===== src/rtl/seq_mult4_pkg.sv =====
// seq_mult4_pkg
//   Shared definitions for the 4x4 sequential shift-add multiplier:
//   operand/product widths, iteration count, iteration counter width and
//   the controller state encoding.
package seq_mult4_pkg;

    localparam int OP_W   = 4;
    localparam int PROD_W = 8;
    localparam int ITER_N = 4;
    localparam int CNT_W  = 2;

    // Counter value on the last shift-add iteration
    localparam logic [CNT_W-1:0] LAST_CNT = CNT_W'(ITER_N - 1);

    // 2-bit state encoding; 2'b11 is unused and recovers to ST_IDLE
    typedef enum logic [1:0] {
        ST_IDLE = 2'b00,
        ST_RUN  = 2'b01,
        ST_DONE = 2'b10
    } state_e;

endpackage


===== src/rtl/seq_mult4_car_look.sv =====
// car_look
//   4-bit carry-lookahead adder used for the partial-product add.
//   Ports:
//     a, b  [3:0]  addends
//     cin          carry in
//     sum   [4:0]  {carry out, 4-bit sum}
module car_look
    import seq_mult4_pkg::*;
(
    input  logic [OP_W-1:0] a,
    input  logic [OP_W-1:0] b,
    input  logic            cin,
    output logic [OP_W:0]   sum
);

    logic [OP_W-1:0] g_s;
    logic [OP_W-1:0] p_s;
    logic [OP_W:0]   c_s;

    // Generate/propagate terms and fully expanded lookahead carries
    always_comb begin
        g_s = a & b;
        p_s = a ^ b;
        c_s[0] = cin;
        c_s[1] = g_s[0] | (p_s[0] & cin);
        c_s[2] = g_s[1] | (p_s[1] & g_s[0]) | (p_s[1] & p_s[0] & cin);
        c_s[3] = g_s[2] | (p_s[2] & g_s[1]) | (p_s[2] & p_s[1] & g_s[0])
               | (p_s[2] & p_s[1] & p_s[0] & cin);
        c_s[4] = g_s[3] | (p_s[3] & g_s[2]) | (p_s[3] & p_s[2] & g_s[1])
               | (p_s[3] & p_s[2] & p_s[1] & g_s[0])
               | (p_s[3] & p_s[2] & p_s[1] & p_s[0] & cin);
        sum = {c_s[4], p_s ^ c_s[OP_W-1:0]};
    end

endmodule


===== src/rtl/seq_mult4.sv =====
// seq_mult4
//   Unsigned 4x4 -> 8 sequential shift-add multiplier. One shift-add
//   iteration per clock for four clocks, then a one-cycle DONE state.
//   Ports:
//     clk            rising-edge clock
//     rst            synchronous active-high reset
//     start          request, accepted only when idle
//     a, b    [3:0]  multiplicand / multiplier, captured on acceptance
//     busy           high while the iterations run
//     done           one-cycle completion pulse
//     product [7:0]  last result, held until the next result or reset
//   busy and done are registered decodes of the controller state, so they
//   trail it by one clock: with start accepted at edge N, busy is high after
//   edges N+1..N+4 and done after edge N+5. The earliest next acceptance
//   is edge N+6.
module seq_mult4
    import seq_mult4_pkg::*;
(
    input  logic              clk,
    input  logic              rst,
    input  logic              start,
    input  logic [OP_W-1:0]   a,
    input  logic [OP_W-1:0]   b,
    output logic              busy,
    output logic              done,
    output logic [PROD_W-1:0] product
);

    state_e              state_q,   state_d;
    logic [PROD_W-1:0]   acc_q,     acc_d;
    logic [OP_W-1:0]     mcand_q,   mcand_d;
    logic [CNT_W-1:0]    count_q,   count_d;
    logic [PROD_W-1:0]   product_q, product_d;
    logic                busy_q,    busy_d;
    logic                done_q,    done_d;

    logic [OP_W:0]       sum_s;
    logic [OP_W:0]       add_sel_s;
    logic [PROD_W-1:0]   shift_s;

    car_look u_car_look (
        .a   (acc_q[PROD_W-1:OP_W]),
        .b   (mcand_q),
        .cin (1'b0),
        .sum (sum_s)
    );

    // Partial-product select and one-bit right shift of {add, lo}
    always_comb begin
        if (acc_q[0]) begin
            add_sel_s = sum_s;
        end else begin
            add_sel_s = {1'b0, acc_q[PROD_W-1:OP_W]};
        end
        // {add, lo} >> 1 keeps add (carry lands in bit 7) and drops lo[0]
        shift_s = {add_sel_s, acc_q[OP_W-1:1]};
    end

    // Next-state and datapath next-value logic
    always_comb begin
        state_d   = state_q;
        acc_d     = acc_q;
        mcand_d   = mcand_q;
        count_d   = count_q;
        product_d = product_q;
        case (state_q)
            ST_IDLE: begin
                if (start) begin
                    mcand_d = a;
                    acc_d   = {{OP_W{1'b0}}, b};
                    count_d = {CNT_W{1'b0}};
                    state_d = ST_RUN;
                end else begin
                    state_d = ST_IDLE;
                end
            end
            ST_RUN: begin
                acc_d   = shift_s;
                count_d = count_q + CNT_W'(1);
                if (count_q == LAST_CNT) begin
                    product_d = shift_s;
                    state_d   = ST_DONE;
                end else begin
                    state_d   = ST_RUN;
                end
            end
            ST_DONE: begin
                state_d = ST_IDLE;
            end
            default: begin
                state_d = ST_IDLE;
            end
        endcase
        busy_d = (state_q == ST_RUN);
        done_d = (state_q == ST_DONE);
    end

    // State and datapath registers; reset overrides any activity in flight
    always_ff @(posedge clk) begin
        if (rst) begin
            state_q   <= ST_IDLE;
            acc_q     <= {PROD_W{1'b0}};
            mcand_q   <= {OP_W{1'b0}};
            count_q   <= {CNT_W{1'b0}};
            product_q <= {PROD_W{1'b0}};
            busy_q    <= 1'b0;
            done_q    <= 1'b0;
        end else begin
            state_q   <= state_d;
            acc_q     <= acc_d;
            mcand_q   <= mcand_d;
            count_q   <= count_d;
            product_q <= product_d;
            busy_q    <= busy_d;
            done_q    <= done_d;
        end
    end

    assign busy    = busy_q;
    assign done    = done_q;
    assign product = product_q;

endmodule


===== config.mk =====
export PLATFORM = sky130hd
export DESIGN_NAME = seq_mult4
export DESIGN_NICKNAME = d
export VERILOG_FILES = /design/src/rtl/seq_mult4_pkg.sv /design/src/rtl/seq_mult4_car_look.sv /design/src/rtl/seq_mult4.sv
export SDC_FILE = /design/constraint.sdc
export NUM_CORES = 1
export LEC_CHECK = 0
export CAP_MARGIN = 10
export CORE_UTILIZATION = 52
export CTS_BUF_LIST = sky130_fd_sc_hd__clkbuf_4 sky130_fd_sc_hd__clkbuf_8
export DETAILED_ROUTE_END_ITERATION = 10
export PLACE_DENSITY = 0.9
export SLEW_MARGIN = 15
export SYNTH_ARGS = -nofsm -noshare
export SYNTH_HDL_FRONTEND = slang
export SYNTH_HIERARCHICAL = 1
export SYNTH_SLANG_ARGS = --single-unit

===== constraint.sdc =====
create_clock -name clk -period 1.85 [get_ports clk]
set_input_delay 0.2775 -clock clk [delete_from_list [all_inputs] [get_ports clk]]
set_output_delay 0.2775 -clock clk [all_outputs]
set_load 0.02 [all_outputs]

==> results.md <==
* Placeable core area at 2190 µm²
* Antenna violations before repair at 0
* CTS Buffer Depth at 2
* Max-cap viol count at 0
* Final GP Congestion at 0.817
* DP Wirelength at 1.72 mm
* Commonest cells post-synth: 26 x dfxtp_1, 10 x nor2_1, 8 x a21oi_1, 8 x nand2_1, 7 x mux2i_1
* Worst Path Arrival at 1.93 ns
* Most used flip-flop cell after synthesis: dfxtp_1
* Worst Path Buf+Inv at 2
* Fin Clk Skew at 0.0114 ns
* Chip Width at 50.0 µm
* Share of the synthesized area in the top cell type at 0.434
* Post-CTS Hold Buffers at 0
* NumNets Final at 160
* Ys async rst share at 0
* Cells after synthesis at 118
* Unique cell type count in the Yosys netlist at 38
* Setup total negative slack at 0 ns
* Overflow after GRT at 0
* CTS H-tree lvls at 1
* IO Port Bufs at 20
* Crit Path Max Fanout at 4
* Clock slew at reported path FFs at 0.13 ns
* CTS root buf: clkbuf_4
* Worst Setup End Kind: flop
* Worst EP required at 2.07 ns
* Hold slack at 0.469 ns
* Slew Viols, Final at 0
* # diodes at 0
* Post-Syn Area per Cell at 10.2 µm²
* Die Height at 50.0 µm
* Seq/Total Area, Yosys at 0.434
* Post-Syn Area at 1200 µm²
* Leakage at 0.577 nW
* Largest net degree at the start of global routing at 15
* IO Pins at 21
* Area added between synthesis and finish at 21.9%
* Fraction of layout cells with a size suffix above 1 at 0.170
* Synth area leaders: dfxtp_1 43%, mux2i_1 5.8%, ha_1 5.2%, a21oi_1 3.3%, a211oi_2 3.1%
* Fin crit period at 1.71 ns
* Unrepaired setup endpoints after global routing: false
* First-pass GRT wire length at 3.86 mm
* # rows at 17
* Most common cell in the netlist: dfxtp_1
* CTS Buf Count at 3
* Crit share post-route at 0.923
* Final hold violations at 0
* Yosys Warn Count at 6
* CP dominant cell by count: inv_1
* Dominant cell type by area after synthesis: dfxtp_1
* Drc violations at 0
* Highest-delay cell along the critical path: fa_1
* DRT antenna net count at 0
* Max IR drop VDD at 444 µV
* Pwr dens at 670 nW/µm²
* DRT iter0 DRCs at 27
* Critical path class: reg2reg
* Wire per inst at 13.5 µm
* Post-synthesis register bit count at 26
* Clock sinks at 26
* Status: completed
* Total chip power at 0.000980 W
* CP Launch Type: flop
* Gr usage total at 0.203
* Die ar. at 2500 µm²
* Type of the most critical hold path: reg2reg
* Postcts setup bufs at 0
* Max Fclk at 0.585 GHz
* CTS tree: yes
* Vias/cell at 5.62
* DRT Pass-1 Iters at 4
* Final setup vio count at 0
* Final wirelength at 2.27 mm
* Via count at 950
* Number of global-route vias before repair at 888
* Post-synth EDFFs at 0
* Critical path, cell by cell: inv_1 > fa_1 > inv_1 > mux2_1 > a22oi_1 > a21oi_1
* Delay-heaviest family, CP: adder cells
* Worst-skew pair later-pin latency at 0.32 ns
* CP max stage delay at 0.53 ns
* Initial Utilization at 0.547
worst register-to-register path, delay by kind of cell, from the launching register on:
kind	cells	cell delay, ns
adders and majority gates	1	0.53
DFF	1	0.38
muxes	1	0.31
AOI/OAI and AO/OA	2	0.29
buffers and inverters	2	0.10
cell families after synthesis:
logic type                 after synthesis  synth area share
AOI/OAI and AO/OA                       22             0.141
muxes                                    8            0.0679
DFF                                     26             0.434
xor gates and xnor gates                 3            0.0219
adders and majority gates                6            0.0689
buffers and inverters                   10            0.0407
and+or+nand+nor                         42             0.222
other                                    1           0.00313
layout make-up:
type	instances	area, µm²
clock buffers	3	22.5
fillers	183	729
inverters	5	18.8
multi-input cells	83	633
flip-flops and latches	26	522
well taps	28	35.0
repair buffers	24	230
cells in the final DEF (no fill, tap or decap):
cell type        instances
dfxtp_1                 25
clkdlybuf4s50_1         20
nor2_1                  10
a21oi_1                  8
nand2_1                  8
mux2i_1                  7
ha_1                     5
nor2_2                   4
buf_4                    4
inv_1                    4
nand3_1                  3
nor3_1                   3
nor4_2                   3
o2bb2ai_1                3
a211oi_2                 3
clkbuf_4                 3
a21o_1                   3
nand2b_1                 2
conb_1                   2
xnor2_1                  2
mux2_1                   1
and2b_4                  1
nor3b_4                  1
a22oi_1                  1
or2b_1                   1
or3b_1                   1
nand2b_2                 1
inv_2                    1
and2_1                   1
nor3_4                   1
a32o_1                   1
a22o_1                   1
and3b_2                  1
nor3b_1                  1
o21a_1                   1
dfxtp_2                  1
a31o_1                   1
xor2_1                   1
fa_1                     1
where the power goes:
part | switching [W] | internal [W]
Combinational | 0.0000720 | 0.0000731
Sequential | 0.0000203 | 0.000580
Clock | 0.000158 | 0.0000763
per-layer routing:
layer  share of wire  track usage
met2            0.50        0.338
met5               0            0
met3           0.048       0.0370
met1            0.43        0.250
met4           0.021       0.0952
state kept, by name, summed over array words and instances (netlist names):
signal / flops
acc_q: 8
mcand_q: 4
done: 1
state_q: 2
count_q: 2
busy: 1
product: 8
worst paths after layout:
kind / from / end / slack, ns / depth (start not counted)
setup reg to reg: acc_q[4] / acc_q[3] / 0.14 / 6
setup / recovery: acc_q[4] / acc_q[3] / 0.14 / 6
hold reg to reg: mcand_q[1] / mcand_q[1] / 0.47 / 2
hold / removal: mcand_q[1] / mcand_q[1] / 0.47 / 2
timing repair:
item | in CTS | in global routing
hold endpoints to repair | 0 | 0
setup endpoints to repair | 0 | 1
gates resized for setup | 0 | 1
stage by stage:
stage / util / instances / cell area (µm²) / setup slack [ns]
after global placement: 0.656 / 166 / 1440 / 0.213
final: 0.667 / 169 / 1460 / 0.142
after CTS: 0.666 / 169 / 1460 / 0.122
after floorplan: - / 119 / 1200 / 0.238
after global routing: 0.667 / 169 / 1460 / 0.0541
after detailed placement: 0.656 / 166 / 1440 / 0.150
Power figures use the tool's default switching activity.
